## src/rtl/fetch_unit_pkg.sv

```systemverilog
// Shared types and constants for the fetch unit: FSM encoding, reset PC default,
// and the j/jal/beq/bne opcodes that decode (and benches) key off instr[31:26].
package fetch_unit_pkg;

  typedef enum logic [1:0] {
    ST_IDLE  = 2'd0,
    ST_FETCH = 2'd1,
    ST_HOLD  = 2'd2
  } fetch_state_t;

  localparam logic [31:0] DEFAULT_RESET_PC = 32'h0000_0000;

  localparam logic [5:0] OP_J   = 6'h02;
  localparam logic [5:0] OP_JAL = 6'h03;
  localparam logic [5:0] OP_BEQ = 6'h04;
  localparam logic [5:0] OP_BNE = 6'h05;

endpackage

```

## src/rtl/fetch_unit_next_pc_logic.sv

```systemverilog
// Combinational next-PC select for the retiring instruction: jump > taken branch > pc+4.
// Zero latency; no handshake, the caller samples next_pc only on retirement.
module next_pc_logic (
  input  logic [31:0] pc_plus4,
  input  logic [25:0] instr,
  input  logic        branch,
  input  logic        bnesig,
  input  logic        jsig,
  input  logic        jalsig,
  input  logic        zero,
  output logic [31:0] next_pc
);

  logic [31:0] br_off;
  logic        br_taken;

  // Word offset, so sign-extend then scale by 4; the add wraps mod 2^32.
  assign br_off   = {{14{instr[15]}}, instr[15:0], 2'b00};
  assign br_taken = (branch & zero) | (bnesig & ~zero);

  always_comb begin
    next_pc = pc_plus4;
    if (jsig | jalsig) begin
      next_pc = {pc_plus4[31:28], instr[25:0], 2'b00};
    end else if (br_taken) begin
      next_pc = pc_plus4 + br_off;
    end
  end

endmodule

```

## src/rtl/fetch_unit.sv

```systemverilog
// Fetch FSM: requests imem at PC, holds the returned word until decode retires it.
// One FETCH cycle minimum (zero-wait ack supported); request held stable until imem_ack.
module fetch_unit
  import fetch_unit_pkg::*;
#(
  parameter logic [31:0] RESET_PC = DEFAULT_RESET_PC
) (
  input  logic        clk,
  input  logic        reset,
  output logic        imem_req,
  output logic [31:0] imem_addr,
  input  logic        imem_ack,
  input  logic [31:0] imem_rdata,
  output logic [31:0] instr,
  output logic        instr_valid,
  input  logic        instr_ready,
  input  logic        branch,
  input  logic        bnesig,
  input  logic        jsig,
  input  logic        jalsig,
  input  logic        zero,
  output logic [31:0] pc_out,
  output logic [31:0] pc_plus4,
  output logic [31:0] instr_count
);

  fetch_state_t state_q, state_nxt;
  logic [31:0]  pc_q;
  logic [31:0]  instr_q;
  logic [31:0]  count_q;
  logic [31:0]  next_pc;
  logic         latch_instr;
  logic         retire;

  always_ff @(posedge clk) begin
    if (reset) begin
      state_q <= ST_IDLE;
    end else begin
      state_q <= state_nxt;
    end
  end

  // imem_ack only matters in FETCH and instr_ready only in HOLD.
  always_comb begin
    state_nxt   = state_q;
    latch_instr = 1'b0;
    retire      = 1'b0;
    imem_req    = 1'b0;
    instr_valid = 1'b0;
    case (state_q)
      ST_IDLE: begin
        state_nxt = ST_FETCH;
      end
      ST_FETCH: begin
        imem_req = 1'b1;
        if (imem_ack) begin
          latch_instr = 1'b1;
          state_nxt   = ST_HOLD;
        end
      end
      ST_HOLD: begin
        instr_valid = 1'b1;
        if (instr_ready) begin
          retire    = 1'b1;
          state_nxt = ST_FETCH;
        end
      end
      default: begin
        state_nxt = ST_IDLE;
      end
    endcase
  end

  always_ff @(posedge clk) begin
    if (reset) begin
      pc_q    <= RESET_PC;
      instr_q <= '0;
      count_q <= '0;
    end else begin
      if (latch_instr) begin
        instr_q <= imem_rdata;
      end
      if (retire) begin
        pc_q    <= next_pc;
        count_q <= count_q + 32'd1;
      end
    end
  end

  // Control bits reach next_pc_logic freely; they only land in PC on retire.
  next_pc_logic u_next_pc (
    .pc_plus4 (pc_plus4),
    .instr    (instr_q[25:0]),
    .branch   (branch),
    .bnesig   (bnesig),
    .jsig     (jsig),
    .jalsig   (jalsig),
    .zero     (zero),
    .next_pc  (next_pc)
  );

  assign imem_addr   = pc_q;
  assign pc_out      = pc_q;
  assign pc_plus4    = pc_q + 32'd4;
  assign instr       = instr_q;
  assign instr_count = count_q;

endmodule

```

## config.mk

```make
export PLATFORM = sky130hd
export DESIGN_NAME = fetch_unit
export DESIGN_NICKNAME = d
export VERILOG_FILES = /design/src/rtl/fetch_unit_pkg.sv /design/src/rtl/fetch_unit_next_pc_logic.sv /design/src/rtl/fetch_unit.sv
export SDC_FILE = /design/constraint.sdc
export NUM_CORES = 1
export LEC_CHECK = 0
export CAP_MARGIN = 10
export CORE_MARGIN = 2
export CORE_UTILIZATION = 51
export DETAILED_ROUTE_END_ITERATION = 10
export PLACE_DENSITY_LB_ADDON = 0.15
export SLEW_MARGIN = 0
export SYNTH_ARGS = -nofsm -noshare
export SYNTH_HDL_FRONTEND = slang
export SYNTH_SLANG_ARGS = --single-unit
```

## constraint.sdc

```tcl
create_clock -name clk -period 10.9 [get_ports clk]
set_clock_uncertainty 0.05 [all_clocks]
set_input_delay 1.635 -clock clk [delete_from_list [all_inputs] [get_ports clk]]
set_output_delay 1.635 -clock clk [all_outputs]
set_load 0.05 [all_outputs]
```

==> Yosys cells after proc, flatten, opt, wreduce, memory -nomap -nowiden <==
Index checks and enable logic that the tools add are counted.
W data, S select, Z words.
{ "word_totals": {"reg_bits": 98, "out_inout_bits": 162, "elab_cells": 29} }
{ "classes": {"add_sub_neg": 3, "n_eq_ne": 4, "muxes": 11, "bitwise": 5, "reduce_logical": 2} }
{ "ops": {"columns": ["cell", "n"], "rows": [
  ["$mux W32", 2],
  ["$add A32 B1 Y32 const B", 1],
  ["$add A32 B3 Y32 const B", 1],
  ["$add A32 B32 Y32", 1],
  ["$mux W1", 6],
  ["$pmux W2 S3", 1],
  ["$mux W2", 2],
  ["$ne A2 B2 Y1 const B", 2],
  ["$and A1 B1 Y1", 2],
  ["$eq A2 B1 Y1 const B", 1],
  ["$eq A2 B2 Y1 const B", 1],
  ["$logic_not A2 Y1", 1],
  ["$or A1 B1 Y1", 2],
  ["$reduce_and A2 Y1", 1],
  ["$not A1 Y1", 1]
]} }

==> Longest topological paths before layout <==
Gate-level depths: netlist (run 1).
{ "logic_depth": {"word_depth": 5, "mapped_depth": 17, "mapped_depth_nobuf": 17} }

==> Modules after synthesis <==
Synthesis (run 1) repeated with hierarchy kept, for this count alone.
{ "hier_totals": {"cells_unflattened": 935, "hier_area_um2": 6779.0} }
{ "by_module_without_submodules": {"columns": ["module", "n_inst", "cells_per_inst", "area_per_inst_um2", "seq_area_each_um2"], "rows": [
  ["fetch_unit", 1, 591, 4611.9, 1961.9],
  ["next_pc_logic", 1, 344, 2167.1, 0.0]
]} }

==> Worst setup path before layout (run 1) <==
No wires, ideal clock.
{ "synth_path": {"path_type": "register to register", "from": "register pc_q[7] (netlist: imem_addr[7])", "to": "register pc_q[31] (netlist: imem_addr[31])", "arrival_ns": 5.100, "slack_ns": 5.626, "path_stages_with_launch": 17, "path_buffers": 0, "period_less_slack_ns": 5.274, "path_cell_list": "dfxtp_1 -> and4_1 -> nand4_1 -> nor3_2 -> nand3_1 -> xnor2_1 -> ha_1 -> and3_1 -> a221oi_2 -> o221a_2 -> nor3b_1 -> o21bai_4 -> o41a_1 -> mux2i_1 -> o21ai_1 -> mux2i_1 -> mux2_1"} }
{ "synth_between": {"elab_chain_cells": 4} }
{ "synth_lines": {"columns": ["item", "line", "source"], "rows": [
  ["from (decl)", "fetch_unit.sv:28", "logic [31:0] pc_q;"],
  ["from (signal assigned)", "fetch_unit.sv:84", "pc_q <= next_pc;"],
  ["$add A32 B3 Y32", "fetch_unit.sv:104", "assign pc_plus4 = pc_q + 32'd4;"],
  ["net pc_plus4[16]", "fetch_unit.sv:23", "output logic [31:0] pc_plus4,"],
  ["$add A32 B32 Y32", "fetch_unit_next_pc_logic.sv:26", "next_pc = pc_plus4 + br_off;"],
  ["$mux W32", "fetch_unit_next_pc_logic.sv:25", "end else if (br_taken) begin"],
  ["$mux W32", "fetch_unit_next_pc_logic.sv:23", "if (jsig | jalsig) begin"]
]} }
The timed path passes the listed nets, and every way through them passes these cells.
A chain may end at the register's enable or synchronous reset.

==> Worst setup path in the final report (run 1) <==
{ "layout_path": {"from": "register pc_q[7] (netlist: imem_addr[7])", "to": "output port pc_plus4[28]"} }
{ "layout_between": {"elab_chain_cells": 1} }
{ "layout_lines": {"columns": ["item", "line"], "rows": [
  ["$add A32 B3 Y32", "fetch_unit.sv:104"],
  ["to (decl)", "fetch_unit.sv:23"]
]} }
Every way passes these cells.

==> results of run 1 <==
-- area by class of cell --
cell class,count,area [um2]
tap,172,215
fill,1098,3920
clock inverter,6,52.6
timing repair buffer,204,2020
sequential,96,1920
multi-input combinational,674,4110
clock buffer,10,229
inverter,12,45.0
-- where the power goes --
group | internal [uW] | switching [uW]
registers | 358 | 8.86
clock network | 159 | 154
logic | 48.3 | 90.9
-- cells in the final DEF, fill, tap and decap left out, types with 6 or more instances in the layout --
cell type	count
buf_4	8
nor2b_1	8
dfxtp_1	96
o21ai_0	20
nand3_1	37
or3_1	8
a21oi_1	94
nand2b_1	8
xnor2_1	40
nor3_1	9
conb_1	6
inv_1	11
ha_1	37
nand4_1	12
o21ai_1	13
clkbuf_16	9
a21o_1	21
and3_1	19
clkdlybuf4s50_1	195
and4_1	7
nand2_1	149
o211ai_1	23
xor2_1	35
nor2_1	66
-- worst max-delay path: stages, from the launching register on --
cell and delay [ns]:
dfxtp_1 0.45, and4_1 0.31, nand4_1 0.16, nor3_2 0.53, and4_1 0.35, nand2_1 0.08, xnor2_1 0.26, clkdlybuf4s50_1 0.86
-- logic make-up (layout without fill, tap and decap cells) --
| family | count (synthesis) | in the layout | synth area share |
|---|---|---|---|
| mux | 7 | 7 | 0.0114 |
| buf+inv | 87 | 232 | 0.0715 |
| flops | 96 | 96 | 0.297 |
| compound gates | 212 | 212 | 0.206 |
| simple gates | 336 | 336 | 0.236 |
| fa+ha+maj | 38 | 38 | 0.0747 |
| other cells | 1 | 6 | 0.000580 |
| xor+xnor | 75 | 75 | 0.102 |
-- final timing paths --
kind                                                start                         end  slack [ns]
worst min-delay path               instr[30]$_SDFFE_PP0P_      instr[30]$_SDFFE_PP0P_        0.40
worst max-delay path            imem_addr[7]$_SDFFE_PP0P_                pc_plus4[28]        5.85
worst max register to register  imem_addr[7]$_SDFFE_PP0P_  imem_addr[31]$_SDFFE_PP0P_        6.26
worst min register to register     instr[30]$_SDFFE_PP0P_      instr[30]$_SDFFE_PP0P_        0.40
-- flip-flops by register name, summed over array words and instances (netlist names) --
signal	cells
imem_addr	30
state_q	2
instr	32
instr_count	32
-- metal layers --
layer  GRT usage  vias to the layer above
met1       0.396                     3067
li1            -                     3235
met3      0.0633                       22
met2       0.439                      238
met5           0                        -
met4      0.0839                        0
-- per-stage QoR --
step	util	hold slack [ns]	setup WS, ns
global route	0.687	0.425	5.64
finish	0.687	0.405	5.85
global placement	0.664	0.391	6.31
CTS	0.687	0.407	5.85
floorplan	-	0.471	5.63
detailed placement	0.664	0.398	6.24
==> out/metrics.cfg, run 1 <==
[status]
status=completed

[pwr]
p_total_uw=819
power_density_nw_per_um2=95.3
vdd_drop_max_v=0.0000885
p_leak_uw=0.00329

[sta]
clock.fmax_mhz=198
max_slew_margin=0.448
period_share=0.463
setup_viol=0
min_period_ns=5.05
final_max_slew_viol_count=0
worst_pin_slew_ns=0.828
setup_tns_ns=0
rsz0062_at_grt=false
hold_viol=0

[detailed_routing]
vias=6562
drtIter0Drc=513
wl_met3_mm=1.67
drt-total-wl_mm=19.5
viasPerCell=5.59
wl_per_cell_um=16.6
first_pass_iters=6
drc=0
route.layer.met1.wl_mm=8.68
highest_layer=met4
dr_wl_met2_mm=8.85
antenna_left=0

[global_routing]
antenna_found_initial=0
grt_pass1_wl_mm=30.2
grt_max_degree=78
globalRouteOverflowTotal=0
gr-usage-all-layers=0.283
grt_pass1_vias=5742

[floorplan]
die-height_um=117
die_area_um2=13600
row_count=41
die_w_um=117
io_pins=203
start_util=0.516
coreArea_um2=12500

[synth]
synthFlopType=dfxtp_1
synth-seq-cells=96
syn_inst=852
synth_top_area_cell=dfxtp_1
async_flop_share=0
synth-edff-count=0
synth_top_area_share=0.297
syn_area_um2=6460
ys_top_cells_by_count=nand2_1, dfxtp_1, a21oi_1
synth-seq-area-share=0.297
synthTopCellsByArea=dfxtp_1, nand2_1, a21oi_1, ha_1, xnor2_1
yosys_warnings=0
synth.distinct_cells=56
avgSynthCellArea_um2=7.58
yosysMostFrequentCell=nand2_1

[clock_network]
ctsRootBufferMaster=clkbuf_16
cts-hold-fix-buffers=0
clockBufferDepth=2
ctsHtreeMaxLevel=3
cts_tree=built
clock_latency_ns=0.35
cts_setup_buffers=0
clkTransAtPathRegs_ns=0.07
cts_buffers=9
cts_resized=0
cts.sinks=96

[worst_setup_path]
critical_path_class=register to output pin
cp-start-kind=register
crit_arrival_ns=3.37
critPathRequiredTime_ns=9.22
critPathMaxFanout=8
rr_worst_depth=16
end_kind=output pin

[finish]
antenna_cells=0
drive_gt1_frac=0.0379
postLayoutCellArea_um2=8590
final_cells=1174
fin_nets=1076
syn_to_final_growth_pct=33.0

[placed_design]
post-place-cells=1158
dp_hpwl_mm=14.3
port-buffer-count=196
place.gp.congestion=0.981
place_area_um2=8310

[flow_run]
cap_violations=0

[hold_path]
hold_path_class=register to register
hold_depth=2

No activity file was read; power rests on OpenSTA's default activity.
==> run 2: changes to the inputs <==
--- a/config.mk
+++ b/config.mk
@@ -7,7 +7,7 @@
 export LEC_CHECK = 0
 export CAP_MARGIN = 10
 export CORE_MARGIN = 2
-export CORE_UTILIZATION = 51
+export CORE_UTILIZATION = 48
 export DETAILED_ROUTE_END_ITERATION = 10
 export PLACE_DENSITY_LB_ADDON = 0.15
 export SLEW_MARGIN = 0
==> constraint.sdc (replaced) <==
create_clock -name clk -period 5.13 [get_ports clk]
set_clock_uncertainty 0.05 [all_clocks]
set_input_delay 0.7695 -clock clk [delete_from_list [all_inputs] [get_ports clk]]
set_output_delay 0.7695 -clock clk [all_outputs]
set_load 0.05 [all_outputs]
==> out/metrics.cfg, run 2 (synthesis results as in run 1) <==
[sta]
setup_tns_ns=0  ; unchanged
hold_viol=0  ; unchanged
max_slew_margin=0.455  ; +0.00705
worst_pin_slew_ns=0.817  ; -0.0106 ns
setup_viol=0  ; unchanged
final_max_slew_viol_count=0  ; unchanged
period_share=0.883
clock.fmax_mhz=221
rsz0062_at_grt=false
hold-worst-slack_ns=0.404  ; -0.000542 ns
min_period_ns=4.53

[clock_network]
ctsHtreeMaxLevel=3  ; unchanged
cts_tree=built
cts_setup_buffers=0  ; unchanged
cts-hold-fix-buffers=0  ; unchanged
cts_buffers=9  ; unchanged
clock_latency_ns=0.36  ; about the same
clkTransAtPathRegs_ns=0.08  ; about the same
clockBufferDepth=2  ; unchanged
cts.sinks=96  ; unchanged
cts_resized=0  ; unchanged
ctsRootBufferMaster=clkbuf_16

[detailed_routing]
drt-total-wl_mm=20.2  ; +3.7%
first_pass_iters=5  ; -1
vias=6549  ; -0.20%
viasPerCell=5.55  ; -0.71%
drc=0  ; unchanged
antenna_left=0  ; unchanged
drtIter0Drc=500  ; -2.5%
wl_per_cell_um=17.1  ; +3.2%

[floorplan]
die-height_um=120  ; +3.0%
die_w_um=120  ; +3.0%
row_count=42  ; +2.4%
start_util=0.490  ; -0.0263
io_pins=203  ; unchanged
coreArea_um2=13200  ; +5.4%
die_area_um2=14400  ; +6.0%

[worst_setup_path]
critPathMaxFanout=7  ; -1
slowest_stage=nor3_2
r2r_slack_ns=0.60  ; -5.66 ns
crit_top_cell=mux2i_1
path_cells=and4_1 -> nand4_1 -> nor3_2 -> nand3_1 -> xnor2_2 -> ha_1 -> and3_1 -> a221oi_2 -> o221a_2 -> nor3b_1 -> o21bai_4 -> o41a_1 -> mux2i_1 -> o21ai_1 -> mux2i_1 -> mux2_1
rr_worst_depth=16  ; unchanged
crit_arrival_ns=4.73  ; +1.36 ns
critical_path_class=register to register
end_kind=register
r2r_start=imem_addr[8]$_SDFFE_PP0P_
critPathRequiredTime_ns=5.33  ; -3.89 ns
cpPeakStageDelay_ns=0.47  ; -0.39 ns
r2r_end=imem_addr[31]$_SDFFE_PP0P_
cp-start-kind=register

[pwr]
switching_share=0.308  ; -0.00118
comb_power_share=0.165  ; -0.005
p_leak_uw=0.00334  ; +1.5%
p_int_uw=1260  ; +120%
seqPwrFrac=0.428  ; -0.020
p_switching_uw=561  ; +120%
power_density_nw_per_um2=210  ; +120%
vdd_drop_max_v=0.000175  ; +98%
clkPwrFrac=0.407  ; +0.025

[global_routing]
grt_pass1_vias=5888  ; +2.5%
gr-usage-all-layers=0.274  ; -0.00887
antenna_found_initial=0  ; unchanged
globalRouteOverflowTotal=0  ; unchanged
grt_max_degree=56  ; -28%
grt_pass1_wl_mm=31.3  ; +3.8%

[finish]
nFillCells=1163  ; +5.9%
drive_gt1_frac=0.0428  ; +0.00490
layout_commonest_cell=clkdlybuf4s50_1
layout_common_cells=clkdlybuf4s50_1, nand2_1, dfxtp_1, a21oi_1, nor2_1
syn_to_final_growth_pct=34.2
antenna_cells=0  ; unchanged
fin_nets=1078  ; +0.19%
postLayoutCellArea_um2=8670  ; +0.89%

[placed_design]
place_area_um2=8350  ; +0.42%
port-buffer-count=196  ; unchanged
place.gp.congestion=0.907  ; -7.6%
dp_hpwl_mm=14.7  ; +3.3%

[hold_path]
min_to=instr[31]$_SDFFE_PP0P_
hold_depth=2  ; unchanged
hold_path_class=register to register
min_from=instr[31]$_SDFFE_PP0P_

[status]
status=completed

[flow_run]
cap_violations=0  ; unchanged

-- run 2: per-layer routing --
layer | global-route usage | wire length, um
met1 | 0.388 | 9300
met2 | 0.408 | 8730
met3 | 0.0798 | 1870
met4 | 0.0706 | 272
met5 | 0 | 0
-- run 2: worst max path at each step --
stage,from,end,cells past startpoint
3_5_place_dp,imem_addr[7]$_SDFFE_PP0P_,imem_addr[31]$_SDFFE_PP0P_,16
6_report,imem_addr[8]$_SDFFE_PP0P_,imem_addr[31]$_SDFFE_PP0P_,16
2_1_floorplan,imem_addr[7]$_SDFFE_PP0P_,imem_addr[31]$_SDFFE_PP0P_,16
4_1_cts,imem_addr[7]$_SDFFE_PP0P_,imem_addr[31]$_SDFFE_PP0P_,16
3_3_place_gp,imem_addr[7]$_SDFFE_PP0P_,imem_addr[31]$_SDFFE_PP0P_,16
5_1_grt,imem_addr[7]$_SDFFE_PP0P_,imem_addr[31]$_SDFFE_PP0P_,16
-- run 2: power by group through the flow --
stage	logic (uW)	clock network, uW	registers, uW
finish	300	740	779
global route	319	777	781
CTS	299	748	779
detailed placement	298	0	796
global placement	297	0	796
floorplan	143	0	844
-- run 2: layout make-up --
type / count / area (um2) / share of cell area
inverter: 12 / 45.0 / 0.00519
tap: 176 / 220 / 0.0254
timing repair buffer: 206 / 2030 / 0.234
clock buffer: 9 / 225 / 0.0260
multi-input combinational: 674 / 4130 / 0.476
sequential: 96 / 1920 / 0.222
clock inverter: 7 / 97.6 / 0.0113
-- run 2: critical path: cells and delay by family, from the launching register on --
family / cells / cell delay [ns]
and+or+nand+nor: 6 / 1.41
xor gates and xnor gates: 1 / 0.18
muxes: 3 / 0.70
adders and majority gates: 1 / 0.37
DFF: 1 / 0.45
AOI/OAI and AO/OA: 5 / 1.25
-- run 2: metrics by stage --
stage	setup slack, ns	util	total power (uW)	instances
finish	0.601	0.657	1820	1180
global route	0.390	0.657	1880	1180
CTS	0.643	0.657	1830	1180
detailed placement	0.672	0.633	1090	1164
floorplan	0.0551	-	987	857
global placement	0.769	0.633	1090	1164
==> run 3: changes to the inputs <==
--- a/config.mk
+++ b/config.mk
@@ -8,6 +8,7 @@
 export CAP_MARGIN = 10
 export CORE_MARGIN = 2
 export CORE_UTILIZATION = 48
+export CTS_CLUSTER_DIAMETER = 150
 export DETAILED_ROUTE_END_ITERATION = 10
 export PLACE_DENSITY_LB_ADDON = 0.15
 export SLEW_MARGIN = 0
==> results of run 3 <==
No change in the layout: final DEF, timing and power equal those of run 2.
